## config.mk

```make
export PLATFORM = sky130hd
export DESIGN_NAME = alu_seq
export DESIGN_NICKNAME = d
export VERILOG_FILES = /design/src/rtl/alu_pkg.sv /design/src/rtl/alu_iter_unit.sv /design/src/rtl/alu_seq.sv
export SDC_FILE = /design/constraint.sdc
export NUM_CORES = 1
export LEC_CHECK = 0
export ABC_AREA = 1
export BUFFER_PORTS_ARGS = -buffer_cell sky130_fd_sc_hd__buf_2
export CORE_AREA = 2 2 87 122
export DETAILED_ROUTE_END_ITERATION = 7
export DIE_AREA = 0 0 89 124
export PLACE_DENSITY = 0.74
export SETUP_SLACK_MARGIN = 0.15
export SYNTH_ARGS = -nofsm -noshare
export SYNTH_HDL_FRONTEND = slang
export SYNTH_SLANG_ARGS = --single-unit
```

## constraint.sdc

```tcl
create_clock -name clk -period 3.59 [get_ports clk]
set_clock_uncertainty 0.05 [all_clocks]
set_input_delay 0.718 -clock clk [delete_from_list [all_inputs] [get_ports clk]]
set_output_delay 0.718 -clock clk [all_outputs]
set_load 0.01 [all_outputs]
```

## src/rtl/alu_pkg.sv

```systemverilog
// Shared definitions for the sequential ALU: opcodes, FSM encodings and
// the decode helper that picks which operations take the iterative path.
package alu_pkg;

    localparam int OP_W = 3;

    localparam logic [OP_W-1:0] OP_ADD = 3'd0;
    localparam logic [OP_W-1:0] OP_SUB = 3'd1;
    localparam logic [OP_W-1:0] OP_AND = 3'd2;
    localparam logic [OP_W-1:0] OP_OR  = 3'd3;
    localparam logic [OP_W-1:0] OP_XOR = 3'd4;
    localparam logic [OP_W-1:0] OP_NOT = 3'd5;
    localparam logic [OP_W-1:0] OP_MUL = 3'd6;
    localparam logic [OP_W-1:0] OP_DIV = 3'd7;

    // Iteration unit mode select
    localparam logic MODE_MUL = 1'b0;
    localparam logic MODE_DIV = 1'b1;

    localparam int ST_W = 2;

    typedef enum logic [ST_W-1:0] {
        ST_IDLE = 2'd0,
        ST_MUL  = 2'd1,
        ST_DIV  = 2'd2
    } state_t;

    // MUL always iterates; DIV iterates only with a non-zero divisor,
    // the divide-by-zero case is resolved in a single cycle.
    function automatic logic needs_iter(input logic [OP_W-1:0] op,
                                        input logic b_is_zero);
        return (op == OP_MUL) || ((op == OP_DIV) && !b_is_zero);
    endfunction

endpackage

```

## src/rtl/alu_iter_unit.sv

```systemverilog
// Shared iterative engine: shift-add multiplier and restoring divider.
// The accumulator holds {hi, lo}: for MUL {partial product, multiplier},
// for DIV {remainder, quotient}. One iteration is performed per clock,
// the first one on the start edge itself using the live operands, so the
// final value appears on 'wide' (combinational next value) while 'done'
// is high, exactly WIDTH edges after start.
module alu_iter_unit
    import alu_pkg::*;
#(
    parameter int WIDTH = 8,
    parameter int CNT_W = $clog2(WIDTH + 1)
) (
    input  logic                 clk,
    input  logic                 rst,
    input  logic                 start,
    input  logic                 mode,
    input  logic [WIDTH-1:0]     a,
    input  logic [WIDTH-1:0]     b,
    output logic                 done,
    output logic [2*WIDTH-1:0]   wide
);

    logic [2*WIDTH-1:0] acc;
    logic [WIDTH-1:0]   opb;
    logic               mode_r;
    logic [CNT_W-1:0]   cnt;
    logic               busy;

    logic [2*WIDTH-1:0] cur_acc;
    logic [WIDTH-1:0]   cur_b;
    logic               cur_mode;
    logic [WIDTH:0]     mul_sum;
    logic [WIDTH:0]     div_rem;
    logic [WIDTH:0]     div_trial;
    logic [2*WIDTH-1:0] step_acc;

    // One multiply or divide step, fed from the operands on start and
    // from the registered accumulator afterwards.
    always_comb begin
        cur_acc  = acc;
        cur_b    = opb;
        cur_mode = mode_r;
        if (start) begin
            cur_acc  = {{WIDTH{1'b0}}, a};
            cur_b    = b;
            cur_mode = mode;
        end
        mul_sum   = {1'b0, cur_acc[2*WIDTH-1:WIDTH]}
                  + (cur_acc[0] ? {1'b0, cur_b} : {(WIDTH+1){1'b0}});
        div_rem   = {cur_acc[2*WIDTH-1:WIDTH], cur_acc[WIDTH-1]};
        // Remainder stays below the divisor, so bit WIDTH of the trial
        // difference is a reliable sign bit.
        div_trial = div_rem - {1'b0, cur_b};
        if (cur_mode == MODE_MUL) begin
            step_acc = {mul_sum, cur_acc[WIDTH-1:1]};
        end else if (!div_trial[WIDTH]) begin
            step_acc = {div_trial[WIDTH-1:0], cur_acc[WIDTH-2:0], 1'b1};
        end else begin
            step_acc = {div_rem[WIDTH-1:0], cur_acc[WIDTH-2:0], 1'b0};
        end
    end

    // Accumulator, captured divisor/multiplicand and iteration counter.
    always_ff @(posedge clk or posedge rst) begin
        if (rst) begin
            acc    <= '0;
            opb    <= '0;
            mode_r <= MODE_MUL;
            cnt    <= '0;
            busy   <= 1'b0;
        end else if (start) begin
            acc    <= step_acc;
            opb    <= b;
            mode_r <= mode;
            cnt    <= CNT_W'(1);
            busy   <= 1'b1;
        end else if (busy) begin
            acc <= step_acc;
            if (done) begin
                cnt  <= '0;
                busy <= 1'b0;
            end else begin
                cnt <= cnt + CNT_W'(1);
            end
        end
    end

    assign done = busy && (cnt == CNT_W'(WIDTH - 1));
    assign wide = step_acc;

endmodule

```

## src/rtl/alu_seq.sv

```systemverilog
// Clocked ALU between register file and writeback. Single-cycle ops
// (ADD/SUB/logic, DIV by zero) answer one cycle after accept and may be
// issued every cycle; MUL/DIV run on the shared iteration unit for WIDTH
// cycles. All outputs are registered and hold between out_valid pulses.
//
// Handshake: an operation is accepted on a rising edge where in_valid and
// in_ready are both high; A, B and opcode are sampled only at that edge.
// in_ready is high only in IDLE, and in_valid while in_ready is low is
// dropped, never queued. out_valid is a one-cycle pulse with no
// backpressure; the consumer must take the outputs in that cycle.
module alu_seq
    import alu_pkg::*;
#(
    parameter  int WIDTH = 8,
    localparam int CNT_W = $clog2(WIDTH + 1)
) (
    input  logic                 clk,
    input  logic                 rst,
    input  logic                 in_valid,
    output logic                 in_ready,
    input  logic [WIDTH-1:0]     A,
    input  logic [WIDTH-1:0]     B,
    input  logic [OP_W-1:0]      opcode,
    output logic [WIDTH-1:0]     result,
    output logic [2*WIDTH-1:0]   wide_result,
    output logic                 carry,
    output logic                 zero,
    output logic                 div_by_zero,
    output logic                 out_valid,
    output logic [ST_W-1:0]      state_dbg
);

    state_t state, state_nxt;

    logic               accept;
    logic               b_zero;
    logic               iter_start;
    logic               iter_done;
    logic [2*WIDTH-1:0] iter_wide;

    logic [WIDTH:0]     sum;
    logic [WIDTH:0]     diff;
    logic [WIDTH-1:0]   sc_result;
    logic [2*WIDTH-1:0] sc_wide;
    logic               sc_carry;
    logic               sc_dbz;

    assign accept     = in_valid && in_ready;
    assign b_zero     = (B == '0);
    assign iter_start = accept && needs_iter(opcode, b_zero);

    alu_iter_unit #(
        .WIDTH (WIDTH),
        .CNT_W (CNT_W)
    ) u_iter (
        .clk   (clk),
        .rst   (rst),
        .start (iter_start),
        .mode  ((opcode == OP_DIV) ? MODE_DIV : MODE_MUL),
        .a     (A),
        .b     (B),
        .done  (iter_done),
        .wide  (iter_wide)
    );

    // State register.
    always_ff @(posedge clk or posedge rst) begin
        if (rst) begin
            state <= ST_IDLE;
        end else begin
            state <= state_nxt;
        end
    end

    // Next-state: leave IDLE only for iterative ops, return on the last step.
    always_comb begin
        state_nxt = state;
        case (state)
            ST_IDLE: begin
                if (iter_start) begin
                    state_nxt = (opcode == OP_MUL) ? ST_MUL : ST_DIV;
                end
            end
            ST_MUL, ST_DIV: begin
                if (iter_done) begin
                    state_nxt = ST_IDLE;
                end
            end
            default: state_nxt = ST_IDLE;
        endcase
    end

    // FSM outputs: ready only when idle, state exposed for observation.
    always_comb begin
        in_ready  = (state == ST_IDLE);
        state_dbg = state;
    end

    // Single-cycle results; borrow of SUB is bit WIDTH of the wide difference.
    always_comb begin
        sum       = {1'b0, A} + {1'b0, B};
        diff      = {1'b0, A} - {1'b0, B};
        sc_result = '0;
        sc_carry  = 1'b0;
        sc_dbz    = 1'b0;
        case (opcode)
            OP_ADD: begin
                sc_result = sum[WIDTH-1:0];
                sc_carry  = sum[WIDTH];
            end
            OP_SUB: begin
                sc_result = diff[WIDTH-1:0];
                sc_carry  = diff[WIDTH];
            end
            OP_AND:  sc_result = A & B;
            OP_OR:   sc_result = A | B;
            OP_XOR:  sc_result = A ^ B;
            OP_NOT:  sc_result = ~A;
            OP_DIV: begin
                // Only reaches the outputs when B is zero.
                sc_result = '1;
                sc_dbz    = 1'b1;
            end
            default: sc_result = '0;
        endcase
        sc_wide = (opcode == OP_DIV) ? {A, sc_result}
                                     : {{WIDTH{1'b0}}, sc_result};
    end

    // Output registers: loaded on a single-cycle accept or the final
    // iteration, otherwise held; zero reflects the value being registered.
    always_ff @(posedge clk or posedge rst) begin
        if (rst) begin
            result      <= '0;
            wide_result <= '0;
            carry       <= 1'b0;
            zero        <= 1'b0;
            div_by_zero <= 1'b0;
            out_valid   <= 1'b0;
        end else begin
            out_valid <= 1'b0;
            if (accept && !iter_start) begin
                result      <= sc_result;
                wide_result <= sc_wide;
                carry       <= sc_carry;
                zero        <= (sc_wide == '0);
                div_by_zero <= sc_dbz;
                out_valid   <= 1'b1;
            end else if ((state != ST_IDLE) && iter_done) begin
                result      <= iter_wide[WIDTH-1:0];
                wide_result <= iter_wide;
                carry       <= 1'b0;
                zero        <= (iter_wide == '0);
                div_by_zero <= 1'b0;
                out_valid   <= 1'b1;
            end
        end
    end

endmodule

```

==> run summary, run 1 <==
The run finished, with violations left. The final reports fail on DRC. In the synthesized netlist the dominant register cell turns out to be sky130_fd_sc_hd__dfrtp_1. The smallest clock period supported by the final layout is computed as 3330 ps. The number of distinct library cell variants in the gate-level netlist after synthesis came out at 47.

The final worst slack is 258 ps. For this block, the initial DRC count from the detailed router was 353. Dividing the synthesized area by the synthesized cell count gives 7.03 um^2.

The remaining global-route overflow came out at 0. In this run the remaining antenna-violating nets after routing total 0. The final HPWL from detailed placement came out at between 10000 and 15000 um.

The setup-violating endpoint count in the final report is 0. The total area inside the core boundary comes to roughly 9900 um^2. The total global-route track usage came out at 0.284.

The biggest area contributor in the post-synthesis netlist is sky130_fd_sc_hd__dfrtp_1. The TritonCTS clock tree is yes. The synthesized area is 4580 um^2. The data arrival time of the critical path came out at ~3500 ps. The final design utilization is 0.606.

The final hold slack came out at 423 ps. The initial cell density of the core is 0.463. The remaining design rule violation count is 1.

In this run the worst setup path terminates at zero$_DFFE_PP0P_. STA classifies the critical path endpoint as a flop. No sink is reached through more buffers than the 2 on the longest clock path. The share of post-route cells with drive strength above 1 came out at 0.309. The clock root buffer is sky130_fd_sc_hd__clkbuf_16. After the last flow step, the layout net total stands at 838. The total of max-cap violations is 0. The maximum number of pins on one net before global-route repair is 38. The post-synthesis net count is just over 700. The critical path starts at state_dbg[0]$_DFFE_PP0P_. 0 antenna diodes ended up in the layout. The worst setup slack before clock tree synthesis is -210 ps. The reg-to-reg startpoint is state_dbg[0]$_DFFE_PP0P_.

Yosys printed 0 warnings. The first-pass iteration count of the detailed router came out at 7. The die area came out at 11000 um^2.

Summed over all cells, the static leakage comes to 3.11 nW. The level count of the clock H-tree came out at 2. For the pin with the worst max-slew slack, the measured transition is 799 ps. The endpoint of the worst-slack reg-to-reg timing path is zero$_DFFE_PP0P_. The data required time at the worst endpoint came out at 3780 ps. The wire length of the first global-routing pass came out at 23900 um. The quantity of I/O buffers inserted on ports came out at between 50 and 60. The worst voltage drop across the vdd grid is 0.524 mV. The total vias in the final route came out at 4917.

Setup repair after global routing could not meet its margin everywhere. The depth of the worst register-to-register path came out at 25. The area added between synthesis and finish came out at 30.8%.

The max-slew violation count came to 0. In the finished design, the share of the clock period the worst path needs comes to 0.928. The average routed wire per standard cell is 17.2 um. The die outline height came out at 124 um. The maximum operating frequency came out at roughly 0.30 GHz. The CTS buffer count is 5.

The post-synthesis cell count is between 600 and 700. The clock net sink count came out at between 50 and 60. The met1 routing resource usage after global routing came out at 0.307.

The share of Yosys cell area claimed by the top area cell type came out at 0.284. The min-delay analysis places its worst path in the category flop to flop. Clock-pin slew was measured on the worst setup and hold paths at 70 ps. In this run the register-to-register setup slack is 260 ps. The power density over the cells is roughly 900 nW/um^2.

The proportion of synthesized chip area in sequential cells is 0.284. By area the synthesized netlist is led by sky130_fd_sc_hd__dfrtp_1 (28%), sky130_fd_sc_hd__nand2_1 (14%), sky130_fd_sc_hd__ha_1 (11%). The relative max-transition margin is 0.467.

The overall power is approximately 5.4 mW. The detail-routed via count per cell is 5.42. For this run, asynchronously set or reset flops after synthesis account for 1.00. The critical path is of the flop to flop type. For this run, global-route usage on met2 was measured as 0.527. The initial antenna violation count came out at 0.

The top-level port count is 53. The post-synthesis register bit count came out at 52. The startpoint class of the critical path is a flop. In this run the most used layer during global routing was met2. The final hold violation count came out at 0.

The final layout contains routed wiring with a total length of 15600 um. Yosys mapped a number of flops with a built-in enable equal to 0. The horizontal die dimension is 89 um. The routability congestion estimate came out at a little under 1. For this run, global-route usage on met3 was measured as 0.0285. At the later pin of the worst-skew pair, clock insertion delay measures 300 ps. Of all nets on the critical path, the largest fanout is 7. The number of placement rows came out at 43.

The number of global-route vias before repair came out at 4850.
## power breakdown
group / leakage (nW) / total, mW / internal [mW] / switching (mW)
logic: 2.40 / 3.88 / 1.65 / 2.23
registers: 0.648 / 1.03 / 0.858 / 0.167
clock network: 0.0671 / 0.489 / 0.261 / 0.228
## kinds of logic (layout without fill, tap and decap cells)
family                     Yosys count  after routing  synth area share
buffers and inverters              120            241             0.118
xor gates and xnor gates             7              7            0.0134
adders and majority gates           44             44             0.125
and+or+nand+nor                    306            306             0.292
DFF                                 52             52             0.284
AOI/OAI and AO/OA                  123            123             0.168
## worst max-delay path: stages (launching register included)
cell and delay (ps):
sky130_fd_sc_hd__dfrtp_1 380, sky130_fd_sc_hd__inv_1 120, sky130_fd_sc_hd__ha_4 180, sky130_fd_sc_hd__nand2_1 90, sky130_fd_sc_hd__inv_2 120, sky130_fd_sc_hd__nand2_8 90, sky130_fd_sc_hd__buf_4 140, sky130_fd_sc_hd__o21ai_2 170
sky130_fd_sc_hd__ha_2 210, sky130_fd_sc_hd__inv_2 50, sky130_fd_sc_hd__fa_2 390, sky130_fd_sc_hd__nand2_2 80, sky130_fd_sc_hd__inv_2 30, sky130_fd_sc_hd__nand3_2 60, sky130_fd_sc_hd__nand2_4 70, sky130_fd_sc_hd__nand2_4 100
sky130_fd_sc_hd__nand2_4 70, sky130_fd_sc_hd__nand2_4 100, sky130_fd_sc_hd__nand2_8 90, sky130_fd_sc_hd__nand2_1 70, sky130_fd_sc_hd__nand3_1 90, sky130_fd_sc_hd__nand2_2 110, sky130_fd_sc_hd__nand3_1 70, sky130_fd_sc_hd__nor2_1 90
sky130_fd_sc_hd__nand2_1 80, sky130_fd_sc_hd__a21oi_2 130
## routing by layer
| layer | vias to the layer above | routed length, um |
|---|---|---|
| met4 | 0 | 912 |
| li1 | 2369 | - |
| met5 | - | 0 |
| met1 | 2326 | 5800 |
| met2 | 169 | 8270 |
| met3 | 53 | 616 |
## worst min-delay path by stage
stage	from	cells after the start	to	slack (ps)
2_1_floorplan	u_iter.acc[11]$_DFFE_PP0P_	2	u_iter.acc[11]$_DFFE_PP0P_	400
3_3_place_gp	carry$_DFFE_PP0P_	1	carry$_DFFE_PP0P_	400
3_5_place_dp	carry$_DFFE_PP0P_	1	carry$_DFFE_PP0P_	410
4_1_cts	carry$_DFFE_PP0P_	1	carry$_DFFE_PP0P_	430
5_1_grt	u_iter.acc[11]$_DFFE_PP0P_	2	u_iter.acc[11]$_DFFE_PP0P_	460
6_report	carry$_DFFE_PP0P_	1	carry$_DFFE_PP0P_	420
## what timing repair did
action / in CTS / in global routing
endpoints found under the hold margin: 0 / 0
hold buffers: 0 / 0
resized for setup: 8 / 69
setup endpoints to repair: 12 / 18
setup buffers: 0 / 11
pin swaps: 1 / 35
## placed cells by master (no fill, tap or decap), drive strengths merged
cell type and n:
o221ai 5, o22a 1, o211ai 11, nor3 10, inv 95, clkinvlp 1, a21oi 32, fa 3
a221oi 3, a21o 1, nand2 180, or2 9, xor2 6, ha 41, nor4 1, o21bai 2
a31oi 2, a22oi 1, buf 137, o2111ai 3, a211oi 3, a221o 1, dfrtp 52, clkinv 2
o221a 1, nand4 4, o311ai 4, o21ai 52, nand3b 3, nand3 47, nor2 52, xnor2 1
clkbuf 6, o22ai 1
## through the flow
| stage | TNS (ps) | cells | cell area, um^2 |
|---|---|---|---|
| CTS | 0 | 897 | 5640 |
| global route | 0 | 908 | 6000 |
| global placement | -1100 | 889 | 5470 |
| floorplan | -32.8 | 652 | 4660 |
| detailed placement | -1820 | 889 | 5470 |
| finish | 0 | 908 | 6000 |
## synthesized netlist by cell type (2+ instances only)
cell type                   count
sky130_fd_sc_hd__a211oi_1       3
sky130_fd_sc_hd__a21oi_1       31
sky130_fd_sc_hd__a221oi_1       3
sky130_fd_sc_hd__a31oi_1        2
sky130_fd_sc_hd__buf_4          9
sky130_fd_sc_hd__buf_6          2
sky130_fd_sc_hd__clkbuf_1      11
sky130_fd_sc_hd__dfrtp_1       52
sky130_fd_sc_hd__fa_1           3
sky130_fd_sc_hd__ha_1          41
sky130_fd_sc_hd__inv_1         91
sky130_fd_sc_hd__inv_2          4
sky130_fd_sc_hd__nand2_1      167
sky130_fd_sc_hd__nand2_2       10
sky130_fd_sc_hd__nand2_4        3
sky130_fd_sc_hd__nand3_1       45
sky130_fd_sc_hd__nand3_2        2
sky130_fd_sc_hd__nand3b_1       3
sky130_fd_sc_hd__nand4_1        4
sky130_fd_sc_hd__nor2_1        50
sky130_fd_sc_hd__nor3_1         9
sky130_fd_sc_hd__o2111ai_1      3
sky130_fd_sc_hd__o211ai_1      11
sky130_fd_sc_hd__o21ai_0       39
sky130_fd_sc_hd__o21ai_1        5
sky130_fd_sc_hd__o21ai_2        8
sky130_fd_sc_hd__o21bai_1       2
sky130_fd_sc_hd__o221ai_1       5
sky130_fd_sc_hd__o311ai_0       4
sky130_fd_sc_hd__or2_2          8
sky130_fd_sc_hd__xor2_1         6
## state kept, by name, indices dropped and copies added, names as in the netlist
register and cells:
u_iter.mode_r 1, u_iter.acc 16, u_iter.opb 8, result 7, u_iter.busy 1, div_by_zero 1, zero 1, wide_result 9
out_valid 1, state_dbg 2, carry 1, u_iter.cnt 4
## layout make-up
cell class,count,area (um^2)
Clock buffer,6,129
Clock inverter,2,16.3
Fill cell,965,3900
Inverter,96,373
Multi-Input combinational cell,480,3050
Sequential cell,52,1300
Tap cell,135,169
Timing Repair Buffer,137,953
(Power assumes the default switching activity.)
==> run 2, diff against run 1 <==
Settings changed: CORE_AREA 2 2 87 122 to 2 2 84 119, DIE_AREA 0 0 89 124 to 0 0 86 121, GPL_ROUTABILITY_DRIVEN from default to 1, PLACE_DENSITY 0.74 to 0.77.
==> run 2 against run 1 <==
Against the previous run:
- sequential cell count did not move
- first-iteration DRC count fell by 14%
- non-clock buffer count fell by 10
- via count fell by 0.67%
- combinational power fell by 8.0%
- sequential share of layout area rose by 0.99 points
- maximum frequency rose by 0.43%
- critical path type is now input pin to flop
- final cell count fell by 3.9%
- clock power rose by 16%
- count of clock-buffer cells in the layout fell by 1
- worst setup slack improved by 14 ps
- the run now ends clean
- power fell by 4.3%
==> run summary, run 2 (synthesis gave the netlist of run 1 again) <==
The total global-route track usage is 0.289. The remaining design rule violation count came out at 0. The slowest cell on the critical path is sky130_fd_sc_hd__a21oi_2.

The largest registers in the layout are u_iter.acc (16), wide_result (9), u_iter.opb (8). Entering global routing, the biggest net connects 53 pins. In the layout the commonest cells are sky130_fd_sc_hd__nand2_1 (161), sky130_fd_sc_hd__inv_1 (87), sky130_fd_sc_hd__buf_4 (74), sky130_fd_sc_hd__dfrtp_1 (52), sky130_fd_sc_hd__buf_2 (52). The number of buffers on the longest clock path is 2.

The worst setup slack before clock tree synthesis is -112 ps. The initial antenna violation count came out at 0. The number of nets in the final layout is 828.

The maximum operating frequency came out at 0.301 GHz. After routing the design area is 5730 um^2. The minimum clock period after layout came out at 3320 ps. The detail-routed via count per cell is 5.59.

The maximum fanout encountered on the critical timing path came out at 8. The endpoint class of the critical path is a flop. STA classifies the critical path startpoint as an input pin. The top-level port count is 53. The first routing iteration left 305 violations. TritonCTS built the clock tree. The data required time at the worst endpoint is 3770 ps. Setup violations remaining at the end of the flow were counted as 0. The register with the most flip-flops in the layout has 16 of them. The overall routed net length is 14700 um. The quantity of I/O buffers inserted on ports is 52. Summing all flip-flop and latch instances after layout gives 1300 um^2. The remaining global-route overflow came out at 0. The relative max-transition margin is 0.260.

The leakage power of the design is 3.05 nW. The cell area after placement came out at 5440 um^2. 0 antenna diodes ended up in the layout. The area added between synthesis and finish came out at 25.1%. The clock net sink count is 52.

The critical path goes through buf_2, nor2_2, nand2_1, o21ai_2, nand2_4, nand2_8, clkinv_8, or2_4, o21ai_4, ha_4, a21oi_4, o21bai_1, a21oi_2, nand2_2, nand2_4, nand2_4, nand2_1, nand3_1, nand2_2, nand3_1, nor2_1, nand2_1, a21oi_2. The average routed wire per standard cell is 16.8 um. The worst voltage drop across the vdd grid came out at 0.531 mV. The worst setup path is of the input pin to flop kind. The total vias in the final route is 4884.

The power density over the cells is 900 nW/um^2. Max-cap violations in this run came to 0. The CTS buffer count is 5. The level count of the clock H-tree is 2. In the final layout, the share of cells above drive strength 1 is 0.274. The data arrival time of the critical path came out at 3500 ps.

The multi-input logic area came out at 2920 um^2. The max-slew violation count is 0. The tree is rooted in a sky130_fd_sc_hd__clkbuf_16. The first-pass iteration count of the detailed router came out at 6. The wire length of the first global-routing pass is 23600 um. The number of placement rows is 42. The initial cell density of the core is 0.493.

After clock tree synthesis, the clock-pin slew on the worst setup and hold paths is 70 ps. The final HPWL from detailed placement is about 12000 um. Ranked by flip-flop count, first place goes to u_iter.acc. The routability congestion estimate came out at 0.997. The type of the worst min-delay path is flop to flop. The number of global-route vias before repair came out at slightly below 5000. The flow ran to the end, and the final reports show no timing, DRC or antenna violations. The die is 121 um tall. The hold-fix buffer count after cts came out at 0. The clock insertion delay at the later pin of the skew report came out at 300 ps. The die area came out at 10400 um^2.

Counting the fill cells in the layout gives 835. The horizontal die dimension came out at 86 um. In the finished design, the share of the clock period the worst path needs comes to 0.924. The library cell used most frequently in the layout, excluding fill and tap cells, is sky130_fd_sc_hd__nand2_1. The category of cells accounting for the largest share of critical-path delay is simple AND/OR/NAND/NOR gates. The floorplan core area is 9300 um^2. The biggest cell delay along the critical path is roughly 260 ps. The number of buffers and inverters on the critical path came out at 2. The final worst slack came out at ~270 ps.

The post-detailed-route count of antenna-violating nets came out at 0. The final hold violation count came to 0. The worst-margin pin slew is 1110 ps. Setup repair after global routing could not meet its margin everywhere.
==> run 2: cell types whose count changed in the layout (fill, tap and decap cells not counted), moves of 5 or more <==
| cell | previous run | this run |
|---|---|---|
| sky130_fd_sc_hd__buf_2 | 45 | 52 |
| sky130_fd_sc_hd__nand2_1 | 154 | 161 |
| sky130_fd_sc_hd__buf_6 | 8 | 0 |
| sky130_fd_sc_hd__buf_4 | 83 | 74 |
| sky130_fd_sc_hd__nand3_1 | 36 | 42 |
| sky130_fd_sc_hd__nand3_2 | 9 | 4 |
==> run 2: worst reg2reg max path: stages, from the launching register on <==
cell,delay [ps]
sky130_fd_sc_hd__dfrtp_1,380
sky130_fd_sc_hd__inv_1,70
sky130_fd_sc_hd__ha_1,170
sky130_fd_sc_hd__nand2_1,100
sky130_fd_sc_hd__inv_1,190
sky130_fd_sc_hd__nand2_8,110
sky130_fd_sc_hd__clkinv_8,80
sky130_fd_sc_hd__buf_4,160
sky130_fd_sc_hd__nor2_1,50
sky130_fd_sc_hd__buf_4,140
sky130_fd_sc_hd__ha_1,320
sky130_fd_sc_hd__inv_2,90
sky130_fd_sc_hd__o21bai_1,80
sky130_fd_sc_hd__a21oi_2,260
sky130_fd_sc_hd__nand2_2,130
sky130_fd_sc_hd__nand2_4,110
sky130_fd_sc_hd__nand2_4,90
sky130_fd_sc_hd__nand2_1,70
sky130_fd_sc_hd__nand3_1,90
sky130_fd_sc_hd__nand2_2,100
sky130_fd_sc_hd__nand3_1,70
sky130_fd_sc_hd__nor2_1,100
sky130_fd_sc_hd__nand2_1,70
sky130_fd_sc_hd__a21oi_2,110
==> run 2: final timing paths <==
kind                       slack [ps]                        end  depth (start not counted)                startpoint
max                               270           zero$_DFFE_PP0P_                         23                      B[6]
min                               430          carry$_DFFE_PP0P_                          1         carry$_DFFE_PP0P_
max in group asynchronous        2160  u_iter.cnt[3]$_DFFE_PP0P_                          2                       rst
min reg2reg                       430          carry$_DFFE_PP0P_                          1         carry$_DFFE_PP0P_
min in group asynchronous         640      u_iter.busy$_DFF_PP0_                          2                       rst
max reg2reg                       370           zero$_DFFE_PP0P_                         23  state_dbg[0]$_DFFE_PP0P_
==> run 2: final cells by class <==
cell class,instances,area share
sequential,52,0.227
inverter,96,0.0650
multi-input combinational,480,0.509
timing repair buffer,127,0.145
clock buffer,5,0.0218
clock inverter,3,0.00807
tap,110,0.0240
==> run 2: through the flow <==
step	setup TNS [ps]	cells	hold slack (ps)	total power, mW	util
floorplan	-32.8	652	403	3.10	-
global placement	-90.8	864	407	4.30	0.585
detailed placement	-587	864	420	4.39	0.585
CTS	0	872	435	4.97	0.603
global route	0	873	454	5.57	0.616
finish	0	873	433	5.16	0.616
==> run 2: where the power goes <==
group	total [mW]	leakage [nW]	internal [mW]	switching (mW)
registers	1.02	0.648	0.857	0.162
clock network	0.568	0.0857	0.333	0.235
logic	3.57	2.32	1.50	2.07
total	5.16	3.05	2.69	2.47
==> run 2: per-layer routing <==
| metal | GRT usage | up-vias | wire (um) |
|---|---|---|---|
| li1 | - | 2351 | - |
| met1 | 0.332 | 2271 | 5460 |
| met2 | 0.515 | 206 | 7550 |
| met3 | 0.0293 | 56 | 800 |
| met4 | 0.160 | 0 | 873 |
| met5 | 0 | - | 0 |
==> run 2: what timing repair did <==
action	CTS	global route
endpoints found under the hold margin	0	0
buffers inserted	0	1
gates resized for setup	0	30
endpoints found under the setup margin	0	18
